[src/rtl/dma_controller_if.sv]
// Bus bundle for dma_controller: programming inputs, CPU hold handshake,
// DRAM/IO address and strobe outputs, and the data path.
// The master modport is the DMA side; slave is the system/CPU side.
interface dma_controller_if #(
  parameter int ADDR_WIDTH = 10,
  parameter int DATA_WIDTH = 32
);
  logic [ADDR_WIDTH-1:0] DRAM_startingAddress;
  logic [ADDR_WIDTH-1:0] IO_startingAddress;
  logic [ADDR_WIDTH-1:0] addressCounter;
  logic                  IOR;
  logic                  IOW;
  logic                  LOAD;
  logic                  HLDA;
  logic                  HRQ;
  logic                  EOP;
  logic [ADDR_WIDTH-1:0] MEM_ADDR;
  logic [ADDR_WIDTH-1:0] IO_ADDR;
  logic                  MEM_RD;
  logic                  MEM_WR;
  logic                  IO_RD;
  logic                  IO_WR;
  logic [DATA_WIDTH-1:0] DATA_IN;
  logic [DATA_WIDTH-1:0] DATA_OUT;
  logic                  BUSY;

  modport master (
    input  DRAM_startingAddress, IO_startingAddress, addressCounter,
    input  IOR, IOW, LOAD, HLDA, DATA_IN,
    output HRQ, EOP, MEM_ADDR, IO_ADDR, MEM_RD, MEM_WR, IO_RD, IO_WR,
    output DATA_OUT, BUSY
  );

  modport slave (
    output DRAM_startingAddress, IO_startingAddress, addressCounter,
    output IOR, IOW, LOAD, HLDA, DATA_IN,
    input  HRQ, EOP, MEM_ADDR, IO_ADDR, MEM_RD, MEM_WR, IO_RD, IO_WR,
    input  DATA_OUT, BUSY
  );
endinterface

[src/rtl/dma_controller.sv]
// Single-channel DMA controller moving words between an IO device and DRAM,
// one word every two cycles (read then write), under a CPU hold handshake.
// Optional macro DMA_AUTOINIT_EN: keep the programmed values in shadow
// registers and restart the same block after every end-of-process.
//
// state | meaning
// IDLE  | waiting for a valid LOAD
// REQ   | bus requested (HRQ high), waiting for HLDA
// RD    | source read strobe high, DATA_IN captured at the closing edge
// WR    | destination write strobe high, addresses/count step at the close
// DONE  | one-cycle EOP low, HRQ low
module dma_controller #(
  parameter int ADDR_WIDTH = 10,
  parameter int DATA_WIDTH = 32
) (
  input logic             CLK,
  input logic             RST_N,
  dma_controller_if.master bus
);

  typedef enum logic [2:0] {IDLE, REQ, RD, WR, DONE} state_t;

  localparam logic [ADDR_WIDTH-1:0] ONE = ADDR_WIDTH'(1);

  state_t                state;
  logic                  dir_ior;
  logic [ADDR_WIDTH-1:0] count;
  logic [ADDR_WIDTH-1:0] mem_addr;
  logic [ADDR_WIDTH-1:0] io_addr;
  logic [DATA_WIDTH-1:0] data_hold;
  logic                  hrq;
  logic                  eop;
  logic                  busy;
  logic                  mem_rd;
  logic                  mem_wr;
  logic                  io_rd;
  logic                  io_wr;

`ifdef DMA_AUTOINIT_EN
  // Reload source for every restart; IDLE is never re-entered after the
  // first block, so later LOADs are ignored until reset.
  logic [ADDR_WIDTH-1:0] sh_mem_addr;
  logic [ADDR_WIDTH-1:0] sh_io_addr;
  logic [ADDR_WIDTH-1:0] sh_count;
`endif

  // Transfer sequencer: state, addresses, count, data holding register and
  // every output are registered here.
  always_ff @(posedge CLK or negedge RST_N) begin
    if (!RST_N) begin
      state     <= IDLE;
      dir_ior   <= 1'b0;
      count     <= '0;
      mem_addr  <= '0;
      io_addr   <= '0;
      data_hold <= '0;
      hrq       <= 1'b0;
      eop       <= 1'b1;
      busy      <= 1'b0;
      mem_rd    <= 1'b0;
      mem_wr    <= 1'b0;
      io_rd     <= 1'b0;
      io_wr     <= 1'b0;
`ifdef DMA_AUTOINIT_EN
      sh_mem_addr <= '0;
      sh_io_addr  <= '0;
      sh_count    <= '0;
`endif
    end else begin
      case (state)
        IDLE: begin
          if (bus.LOAD && (bus.IOR ^ bus.IOW) && (bus.addressCounter != '0)) begin
            mem_addr <= bus.DRAM_startingAddress;
            io_addr  <= bus.IO_startingAddress;
            count    <= bus.addressCounter;
            dir_ior  <= bus.IOR;
`ifdef DMA_AUTOINIT_EN
            sh_mem_addr <= bus.DRAM_startingAddress;
            sh_io_addr  <= bus.IO_startingAddress;
            sh_count    <= bus.addressCounter;
`endif
            state <= REQ;
            hrq   <= 1'b1;
            busy  <= 1'b1;
          end
        end
        REQ: begin
          if (bus.HLDA) begin
            state  <= RD;
            io_rd  <= dir_ior;
            mem_rd <= ~dir_ior;
          end
        end
        RD: begin
          // The word always finishes, even if HLDA drops now.
          data_hold <= bus.DATA_IN;
          io_rd     <= 1'b0;
          mem_rd    <= 1'b0;
          mem_wr    <= dir_ior;
          io_wr     <= ~dir_ior;
          state     <= WR;
        end
        WR: begin
          mem_wr   <= 1'b0;
          io_wr    <= 1'b0;
          mem_addr <= mem_addr + ONE;
          io_addr  <= io_addr + ONE;
          count    <= count - ONE;
          if (count == ONE) begin
            state <= DONE;
            hrq   <= 1'b0;
            eop   <= 1'b0;
          end else if (bus.HLDA) begin
            state  <= RD;
            io_rd  <= dir_ior;
            mem_rd <= ~dir_ior;
          end else begin
            state <= REQ;
          end
        end
        DONE: begin
          eop <= 1'b1;
`ifdef DMA_AUTOINIT_EN
          mem_addr <= sh_mem_addr;
          io_addr  <= sh_io_addr;
          count    <= sh_count;
          hrq      <= 1'b1;
          state    <= REQ;
`else
          busy  <= 1'b0;
          state <= IDLE;
`endif
        end
        default: state <= IDLE;
      endcase
    end
  end

  assign bus.HRQ      = hrq;
  assign bus.EOP      = eop;
  assign bus.BUSY     = busy;
  assign bus.MEM_ADDR = mem_addr;
  assign bus.IO_ADDR  = io_addr;
  assign bus.MEM_RD   = mem_rd;
  assign bus.MEM_WR   = mem_wr;
  assign bus.IO_RD    = io_rd;
  assign bus.IO_WR    = io_wr;
  assign bus.DATA_OUT = data_hold;

endmodule

[src/flat_wrapper.sv]
// flat-port wrapper written by rule: the top's interface ports become plain ports
module dma_controller_flat 
#(
  parameter int ADDR_WIDTH = 10,
  parameter int DATA_WIDTH = 32
)
  (CLK, RST_N, bus_DRAM_startingAddress, bus_IO_startingAddress, bus_addressCounter, bus_IOR, bus_IOW, bus_LOAD, bus_HLDA, bus_DATA_IN, bus_HRQ, bus_EOP, bus_MEM_ADDR, bus_IO_ADDR, bus_MEM_RD, bus_MEM_WR, bus_IO_RD, bus_IO_WR, bus_DATA_OUT, bus_BUSY);
  dma_controller_if #(.ADDR_WIDTH(ADDR_WIDTH), .DATA_WIDTH(DATA_WIDTH)) bus_i ();
  input logic CLK;
  input logic RST_N;
  input wire logic [$bits(bus_i.DRAM_startingAddress)-1:0] bus_DRAM_startingAddress;
  input wire logic [$bits(bus_i.IO_startingAddress)-1:0] bus_IO_startingAddress;
  input wire logic [$bits(bus_i.addressCounter)-1:0] bus_addressCounter;
  input wire logic [$bits(bus_i.IOR)-1:0] bus_IOR;
  input wire logic [$bits(bus_i.IOW)-1:0] bus_IOW;
  input wire logic [$bits(bus_i.LOAD)-1:0] bus_LOAD;
  input wire logic [$bits(bus_i.HLDA)-1:0] bus_HLDA;
  input wire logic [$bits(bus_i.DATA_IN)-1:0] bus_DATA_IN;
  output wire logic [$bits(bus_i.HRQ)-1:0] bus_HRQ;
  output wire logic [$bits(bus_i.EOP)-1:0] bus_EOP;
  output wire logic [$bits(bus_i.MEM_ADDR)-1:0] bus_MEM_ADDR;
  output wire logic [$bits(bus_i.IO_ADDR)-1:0] bus_IO_ADDR;
  output wire logic [$bits(bus_i.MEM_RD)-1:0] bus_MEM_RD;
  output wire logic [$bits(bus_i.MEM_WR)-1:0] bus_MEM_WR;
  output wire logic [$bits(bus_i.IO_RD)-1:0] bus_IO_RD;
  output wire logic [$bits(bus_i.IO_WR)-1:0] bus_IO_WR;
  output wire logic [$bits(bus_i.DATA_OUT)-1:0] bus_DATA_OUT;
  output wire logic [$bits(bus_i.BUSY)-1:0] bus_BUSY;
  assign bus_i.DRAM_startingAddress = bus_DRAM_startingAddress;
  assign bus_i.IO_startingAddress = bus_IO_startingAddress;
  assign bus_i.addressCounter = bus_addressCounter;
  assign bus_i.IOR = bus_IOR;
  assign bus_i.IOW = bus_IOW;
  assign bus_i.LOAD = bus_LOAD;
  assign bus_i.HLDA = bus_HLDA;
  assign bus_i.DATA_IN = bus_DATA_IN;
  assign bus_HRQ = bus_i.HRQ;
  assign bus_EOP = bus_i.EOP;
  assign bus_MEM_ADDR = bus_i.MEM_ADDR;
  assign bus_IO_ADDR = bus_i.IO_ADDR;
  assign bus_MEM_RD = bus_i.MEM_RD;
  assign bus_MEM_WR = bus_i.MEM_WR;
  assign bus_IO_RD = bus_i.IO_RD;
  assign bus_IO_WR = bus_i.IO_WR;
  assign bus_DATA_OUT = bus_i.DATA_OUT;
  assign bus_BUSY = bus_i.BUSY;
  dma_controller #(.ADDR_WIDTH(ADDR_WIDTH), .DATA_WIDTH(DATA_WIDTH)) u_core (.CLK(CLK), .RST_N(RST_N), .bus(bus_i));
endmodule
[config.mk]
export PLATFORM = sky130hd
export DESIGN_NAME = dma_controller_flat
export DESIGN_NICKNAME = d
export VERILOG_FILES = /design/src/rtl/dma_controller_if.sv /design/src/rtl/dma_controller.sv /design/src/flat_wrapper.sv
export SDC_FILE = /design/constraint.sdc
export NUM_CORES = 1
export LEC_CHECK = 0
export ABC_AREA = 1
export CORE_MARGIN = 3
export CORE_UTILIZATION = 50
export CTS_CLUSTER_DIAMETER = 100
export DETAILED_ROUTE_END_ITERATION = 8
export PLACE_DENSITY = 0.83
export SLEW_MARGIN = 20
export SYNTH_ARGS = -nofsm -noshare
export SYNTH_HDL_FRONTEND = slang
export SYNTH_SLANG_ARGS = --single-unit
[constraint.sdc]
create_clock -name CLK -period 3.7 [get_ports CLK]
set_input_delay 0.925 -clock CLK [delete_from_list [all_inputs] [get_ports CLK]]
set_output_delay 0.925 -clock CLK [all_outputs]
set_load 0.01 [all_outputs]
======== Word-level counts from Yosys, hierarchy flattened ========
Cells that the tools add are included.
storage, ports and cells
  register bits ........................... 73
  latch bits .............................. 0
  memory bits (writable) .................. 0
  memory bits (read-only) ................. 0
  memories ................................ 0
operators by class
  add/sub/neg operators ................... 3
  multipliers ............................. 0
  divide/modulo/power cells ............... 0
  $lt $le $gt $ge ......................... 0
  equal/unequal tests ..................... 9
  shift-type cells ........................ 0
  muxes and demuxes ....................... 24
  bitwise gates (word level) .............. 2
  reductions and logical operators ........ 16
operators with widths
  operator                 number
  $pmux W10 S2             3
  $mux W10                 3
  $add A10 B1 Y10 const B  2
  $pmux W3 S4              1
  $reduce_and A2 Y1        6
  $eq A10 B1 Y1 const B    1
  $pmux W1 S2              5
  $reduce_bool A10 Y1      1
  $sub A10 B1 Y10 const B  1
  $mux W3                  3
  $reduce_bool A2 Y1       4
  $eq A3 B2 Y1 const B     2
  $mux W1                  6
  $pmux W1 S3              2
  $ne A2 B1 Y1 const B     2
  $ne A2 B2 Y1 const B     2
  $eq A3 B1 Y1 const B     1
  $eq A3 B3 Y1 const B     1
  $logic_not A3 Y1         1
  $reduce_and A3 Y1        1
  $reduce_bool A3 Y1       1
  $logic_and A1 B1 Y1      2
  $mux W2                  1
  $not A1 Y1               1
  $xor A1 B1 Y1            1

======== Longest topological paths before layout ========
Gate-level depths: netlist of the first run.
  depth after elaboration ................. 5
  mapped depth ............................ 9
  mapped depth without buffers ............ 9

======== Worst setup path before layout of the first run ========
No wires, ideal clock.
  path type ............................... input-to-reg
  from .................................... input bus_addressCounter[8]
  to ...................................... register u_core.io_addr[3], in the netlist u_core.bus.IO_ADDR[3]
  setup time .............................. 117 ps
  arrival time ............................ 1789 ps
  required time ........................... 3583 ps
  path slack .............................. 1794 ps
  stages on the path ...................... 8
  cell sequence ........................... or2_0 > nor2_1 > nand2_1 > nand3_2 > nand2_4 > buf_4 > nand2_1 > nand2_1
on the way
  word-level cells in the longest chain between the ends .. 4
ends and longest elaborated chain
  element                             line                   source
  from (decl)                         flat_wrapper.sv:13     input wire logic [$bits(bus_i.addressCounter)-1:0] bus_addressCounter;
  $reduce_bool A10 Y1                 dma_controller.sv:72   if (bus.LOAD && (bus.IOR ^ bus.IOW) && (bus.addressCounter != '0)) begin
  $logic_and A1 B1 Y1                 dma_controller.sv:72
  $ne A2 B1 Y1 (no source line)       --
  $reduce_and A2 Y1 (no source line)  --
  to (signal assigned)                dma_controller.sv:74   io_addr <= bus.IO_startingAddress;
  to (signal assigned)                dma_controller.sv:107  io_addr <= io_addr + ONE;
  to (decl)                           dma_controller.sv:29   logic [ADDR_WIDTH-1:0] io_addr;
Every way passes these cells.
A chain may end at the register's enable or synchronous reset.

======== Worst setup path in the final report of the first run ========
  from .................................... input bus_IOR
  to ...................................... register u_core.mem_addr[9], in the netlist u_core.bus.MEM_ADDR[9]
on the way
  word-level cells in the longest chain between the ends .. 5
ends and longest elaborated chain
  element                             line                   source
  from (decl)                         flat_wrapper.sv:14     input wire logic [$bits(bus_i.IOR)-1:0] bus_IOR;
  $xor A1 B1 Y1                       dma_controller.sv:72
  $logic_and A1 B1 Y1 (2 in series)   dma_controller.sv:72
  $ne A2 B1 Y1 (no source line)       --
  $reduce_and A2 Y1 (no source line)  --
  to (signal assigned)                dma_controller.sv:73   mem_addr <= bus.DRAM_startingAddress;
  to (signal assigned)                dma_controller.sv:106  mem_addr <= mem_addr + ONE;
  to (decl)                           dma_controller.sv:28   logic [ADDR_WIDTH-1:0] mem_addr;
Every way passes these cells.

==> results of run 1 <==
routing by layer:
layer  up-vias  global-route usage, %
met2       150                  39.35
met4         0                  7.448
met5         -                      0
met1      1628                  31.45
li1       1714                      -
met3         9                  9.992
cells by family (layout without fill, tap and decap cells):
family                   Yosys count  in the layout
flip-flops                        73             73
AO/OA/AOI/OAI                     29             29
AND/OR/NAND/NOR                  250            250
XOR/XNOR                           6              6
multiplexers                      32             32
buffers and inverters             51            180
adder cells (fa/ha/maj)            4              4
state kept, by name, summed over array words and instances (netlist names):
signal               count
u_core.bus.IO_RD         1
u_core.bus.IO_WR         1
u_core.bus.DATA_OUT     32
u_core.bus.MEM_RD        1
u_core.bus.MEM_WR        1
u_core.bus.BUSY          1
u_core.bus.EOP           1
u_core.bus.MEM_ADDR     10
u_core.bus.HRQ           1
u_core.state             3
u_core.dir_ior           1
u_core.count            10
u_core.bus.IO_ADDR      10
area by class of cell:
| type | instances | area [um^2] | share of cell area [%] |
|---|---|---|---|
| clock buffers | 11 | 141.4 | 2.671 |
| clock inverters | 5 | 55.05 | 1.040 |
| inverters | 33 | 123.9 | 2.340 |
| multi-input cells | 321 | 1724 | 32.58 |
| flip-flops and latches | 73 | 1828 | 34.54 |
| well taps | 99 | 123.9 | 2.340 |
| repair buffers | 131 | 1296 | 24.49 |
power breakdown:
part / switching (mW) / internal, mW
clock: 0.297 / 0.328
sequential: 0.339 / 1.18
combinational: 1.12 / 1.13
metrics by stage:
step	setup slack (ps)	hold slack, ps
4_1_cts	1288	488.0
5_1_grt	1086	511.3
6_report	1277	483.7
2_1_floorplan	1795	458.7
3_5_place_dp	921.1	464.3
3_3_place_gp	932.2	455.7
placed cells by master, fill, tap and decap left out, types with 2 or more instances in the layout:
master | synthesis | routed
clkinv_2 | 0 | 2
ha_1 | 4 | 4
or2_0 | 2 | 2
a31oi_1 | 2 | 2
nand2_4 | 2 | 2
o21bai_1 | 2 | 2
buf_4 | 6 | 6
clkinvlp_4 | 0 | 2
inv_2 | 2 | 2
nand3_1 | 62 | 62
nor3_1 | 2 | 2
o21ai_1 | 9 | 9
nor2_2 | 2 | 2
dfrtp_1 | 72 | 72
clkbuf_8 | 0 | 10
o21ai_0 | 7 | 7
clkdlybuf4s50_1 | 0 | 125
xnor2_1 | 3 | 3
inv_1 | 31 | 31
mux2_2 | 31 | 31
xor2_1 | 3 | 3
nor2_1 | 31 | 31
nand4_1 | 16 | 16
a21oi_1 | 5 | 5
nand2_1 | 129 | 129
how the worst max path moves through the flow:
stage	from	end	cells past startpoint
2_1_floorplan	bus_addressCounter[8]	u_core.bus.IO_ADDR[3]$_DFFE_PN0P_	8
3_3_place_gp	bus_addressCounter[8]	u_core.bus.IO_ADDR[6]$_DFFE_PN0P_	8
3_5_place_dp	bus_IOR	u_core.dir_ior$_DFFE_PN0P_	7
4_1_cts	bus_addressCounter[8]	u_core.bus.IO_ADDR[6]$_DFFE_PN0P_	8
5_1_grt	bus_IOR	u_core.bus.IO_ADDR[3]$_DFFE_PN0P_	9
6_report	bus_IOR	u_core.bus.MEM_ADDR[9]$_DFFE_PN0P_	8
worst max-delay path: stages:
cell and delay [ps]:
clkdlybuf4s50_1 490, nor2_1 50, nor2_1 90, buf_4 200, nand3_2 380, buf_4 340
nand3_1 70, nand3_1 80
==> results.toml, run 1 <==
[run_status]
status = "finished, final reports clean"

[grt]
track_usage_pct = 24.90
grt_pass1_vias = 3518
antenna_found_initial = 0
grt_first_pass_wirelength_um = 17170
grt_overflow_total = 0
grt_max_degree = 74

[final_layout]
antenna_cells = 0
drive_above_1_share_pct = 10.63
area_delta_synth_final_pct = 40.02
fin_cells = 673
fillCellCount = 561
final_util_pct = 72.58
fin_nets = 641
final_cell_area_um2 = 5293

[synthesis]
synthAdderAreaFrac_pct = 1.324
yosys-top-cells-area = "dfrtp_1 48%, nand2_1 13%, mux2_2 9.2%"
synthXorXnorAreaFrac_pct = 1.390
synth_ff_type = "dfrtp_1"
synth_nets = 517
synthTopCellsByCount = "129 x nand2_1, 72 x dfrtp_1, 62 x nand3_1"
synthCells = 445
yosysWarnings = 0
avgSynthCellArea_um2 = 8.494
yosys.area_share.simple_pct = 29.06
ys_seq_area_share_pct = 48.36
synth_compound_area_share_pct = 4.303
netlist-cell-type-count = 35
muxShareOfSynthArea_pct = 9.533
synth_largest_area_cell = "dfrtp_1"
synth_top_family_by_area = "simple AND/OR/NAND/NOR gates"
synth-edff-count = 0
synth_seq_cells = 73
yosysMostFrequentCell = "nand2_1"
syn_area_um2 = 3780
async_flop_share_pct = 100.0
synth_top_area_share_pct = 47.67

[clock_tree]
clock-sinks = 73
cts_tree = "done"
clk_latency_ps = 330
cts.path.max_buffers = 2
cts_setup_buffers = 0
cts_buffers = 9
clockRootBuffer = "clkbuf_8"
htree_levels = 3
cts_hold_buf = 0
cts_resized = 0
clkSlewWorstSetupHoldPaths_ps = 80

[sta]
post-route-period-util_pct = 65.49
hold_viol = 0
relSlewSlack_pct = 39.04
setup_viol = 0
grt_setup_unrepaired = "no"
fin_crit_ps = 2423
worstMarginPinSlew_ps = 914.4
setup_tns_ps = 0
max_freq_mhz = 412.7
slew_violations = 0
clock_skew_ps = 11.79

[hold_path]
worstHoldStart = "u_core.bus.EOP$_DFFE_PN1P_"
holdCritPathClass = "reg -> reg"
hold-path-endpoint = "u_core.bus.EOP$_DFFE_PN1P_"
min_path_cells = 2

[detailed_routing]
top_layer = "met4"
routed_wl_um = 10330
drc = 0
wl_per_cell_um = 15.35
drtIter0Drc = 214
wl_met2_um = 4962
wl_met1_um = 4131
wl_met3_um = 1129
via_count = 3501
ant_nets = 0
vias_per_cell = 5.202
firstDrtPassIters = 4

[power]
p_per_area_nw_per_um2 = 830.5
p_leak_nw = 2.420
total_power_mw = 4.396
ir_drop_v = 0.0005099

[worst_setup_path]
cp-end-kind = "flip-flop"
crit_fanout = 18
regToRegSetupSlack_ps = 1530
timing.rr.start = "u_core.state[2]$_DFFE_PN0P_"
crit_type = "in -> reg"
reg2reg_to = "u_core.bus.MEM_ADDR[9]$_DFFE_PN0P_"
arrival_ps = 2630
reg2regPathDepth = 7
cp-start-kind = "input pin"
cp_data_required_time_ps = 3910

[placed_design]
hpwlAfterDp_um = 7258
gp_congestion = 0.8914
placed_cell_area_um2 = 5096
portBuffers = 126
dp_cells = 657

[floorplan]
die_x_um = 92.95
ioPinCount = 127
rows = 31
core_um2 = 7292
die_y_um = 92.95
die-area_um2 = 8639
start_util_pct = 51.84

[run]
maxCapViolCount = 0
Power figures use the tool's default switching activity.
==> run 2: changes to the inputs <==
--- a/config.mk
+++ b/config.mk
@@ -7,10 +7,10 @@
 export LEC_CHECK = 0
 export ABC_AREA = 1
 export CORE_MARGIN = 3
-export CORE_UTILIZATION = 50
+export CORE_UTILIZATION = 42
 export CTS_CLUSTER_DIAMETER = 100
 export DETAILED_ROUTE_END_ITERATION = 8
-export PLACE_DENSITY = 0.83
+export PLACE_DENSITY = 0.74
 export SLEW_MARGIN = 20
 export SYNTH_ARGS = -nofsm -noshare
 export SYNTH_HDL_FRONTEND = slang
==> constraint.sdc (replaced) <==
create_clock -name CLK -period 2.2 [get_ports CLK]
set_input_delay 0.55 -clock CLK [delete_from_list [all_inputs] [get_ports CLK]]
set_output_delay 0.55 -clock CLK [all_outputs]
set_load 0.01 [all_outputs]
==> results.toml, run 2 (same netlist as run 1, synthesis figures left out) <==
[run_status]
status = "finished, final reports clean"

[clock_tree]
cts_tree = "done"
clk_latency_ps = 340
cts_setup_buffers = 0
clockRootBuffer = "clkbuf_8"
htree_levels = 3
cts_resized = 0
cts_buffers = 9
clock-sinks = 73
cts.path.max_buffers = 2
clkSlewWorstSetupHoldPaths_ps = 90
cts_hold_buf = 0

[placed_design]
gp_congestion = 0.8560
hpwlAfterDp_um = 7464
dp_cells = 666
portBuffers = 126

[floorplan]
start_util_pct = 44.66
die_x_um = 100.9
ioPinCount = 127
core_um2 = 8464
die-area_um2 = 10170
rows = 33
die_y_um = 100.9

[power]
seq_power_share_pct = 34.1
power_frac_comb_pct = 51.0
p_int_mw = 4.484
p_clk_share_pct = 14.9
ir_drop_v = 0.0006829
p_leak_nw = 2.458
power.switching_mw = 2.950
p_per_area_nw_per_um2 = 1386
switching_share_pct = 39.68

[detailed_routing]
drc = 0
firstDrtPassIters = 4
drtIter0Drc = 210
via_count = 3524
ant_nets = 0
vias_per_cell = 5.167
routed_wl_um = 10250
wl_per_cell_um = 15.03

[worst_setup_path]
slowest_delay_ps = 570
startpoint = "u_core.bus.EOP$_DFFE_PN1P_"
crit_chain = "clkdlybuf4s50_1"
path_depth = 1
cp-start-kind = "flip-flop"
critPathCapture = "bus_EOP"
cp.buffers_inverters = 1
timing.rr.start = "u_core.state[1]$_DFFE_PN0P_"
crit_family = "buffers and inverters"
regToRegSetupSlack_ps = 280
arrival_ps = 1450
crit_fanout = 2
reg2reg_to = "u_core.bus.MEM_ADDR[6]$_DFFE_PN0P_"
critPathSlowestCell = "clkdlybuf4s50_1"
crit_type = "reg -> out"
reg2regPathDepth = 6
cp-end-kind = "primary output"
cp_data_required_time_ps = 1650

[final_layout]
final_cell_mix = "129 x nand2_1, 125 x clkdlybuf4s50_1, 72 x dfrtp_1"
final_common_cell = "nand2_1"
fin_nets = 644
area_delta_synth_final_pct = 41.87
antenna_cells = 0
multiInputGateArea_um2 = 1724
fin_cells = 682
fillCellCount = 715
largest_reg_flops = 32
regArea_um2 = 1828
drive_above_1_share_pct = 11.27

[grt]
grt_max_degree = 54
grt_pass1_vias = 3591
grt_first_pass_wirelength_um = 17020
antenna_found_initial = 0
track_usage_pct = 21.10
grt_overflow_total = 0

[run]
maxCapViolCount = 0

[sta]
setup_viol = 0
worstMarginPinSlew_ps = 884.5
clock_skew_ps = 12.22
setup_tns_ps = 0
relSlewSlack_pct = 40.95
post-route-period-util_pct = 90.75
grt_setup_unrepaired = "no"
fin_crit_ps = 1997
max_freq_mhz = 500.9
hold_viol = 0
slew_violations = 0

[hold_path]
holdCritPathClass = "in -> async"
[run 2: area by class of cell]
| type | instances | area share, % |
|---|---|---|
| sequential | 73 | 34.09 |
| multi-input combinational | 321 | 32.15 |
| timing repair buffer | 134 | 25.06 |
| clock buffer | 10 | 2.566 |
| tap | 105 | 2.450 |
| inverter | 33 | 2.310 |
| clock inverter | 6 | 1.377 |
[run 2: per-layer routing]
layer	up-vias	routed length, um	track usage, %
li1	1718	-	-
met1	1653	4121	26.10
met2	151	4732	33.47
met3	2	1356	9.481
met4	0	42	5.803
met5	-	0	0
[run 2: worst min path at each step]
stage,from,endpoint,slack [ps],cells after the start
global route,RST_N,u_core.count[2]$_DFFE_PN0P_,170,1
finish,RST_N,u_core.count[2]$_DFFE_PN0P_,140,1
global placement,u_core.bus.EOP$_DFFE_PN1P_,u_core.bus.EOP$_DFFE_PN1P_,460,2
CTS,RST_N,u_core.count[2]$_DFFE_PN0P_,160,1
floorplan,RST_N,u_core.bus.BUSY$_DFFE_PN0P_,250,0
detailed placement,u_core.bus.EOP$_DFFE_PN1P_,u_core.bus.EOP$_DFFE_PN1P_,460,2
[run 2: power groups by stage]
stage / Clock (mW) / Combinational [mW] / Sequential, mW
2_1_floorplan: 0 / 2.04 / 2.69
3_3_place_gp: 0 / 3.73 / 2.52
3_5_place_dp: 0 / 3.82 / 2.55
4_1_cts: 1.14 / 3.84 / 2.53
5_1_grt: 1.20 / 4.23 / 2.63
6_report: 1.11 / 3.79 / 2.53
[run 2: per-stage QoR]
| stage | area (um^2) | utilization, % | hold slack (ps) | power (mW) | setup slack [ps] |
|---|---|---|---|---|---|
| after floorplan | 3780 | - | 254.4 | 4.730 | 669.5 |
| after global placement | 5151 | 60.86 | 455.4 | 6.249 | 135.8 |
| after detailed placement | 5151 | 60.86 | 455.9 | 6.377 | 97.24 |
| after CTS | 5363 | 63.36 | 155.5 | 7.515 | 187.9 |
| after global routing | 5363 | 63.36 | 174.9 | 8.065 | 110.5 |
| final | 5363 | 63.36 | 144.6 | 7.434 | 203.5 |
==> run 3: changes to the inputs <==
--- a/config.mk
+++ b/config.mk
@@ -10,6 +10,7 @@
 export CORE_UTILIZATION = 42
 export CTS_CLUSTER_DIAMETER = 100
 export DETAILED_ROUTE_END_ITERATION = 8
+export HOLD_SLACK_MARGIN = 0.12
 export PLACE_DENSITY = 0.74
 export SLEW_MARGIN = 20
 export SYNTH_ARGS = -nofsm -noshare
==> results of run 3 <==
No change in the layout: final DEF, timing and power equal those of run 2.
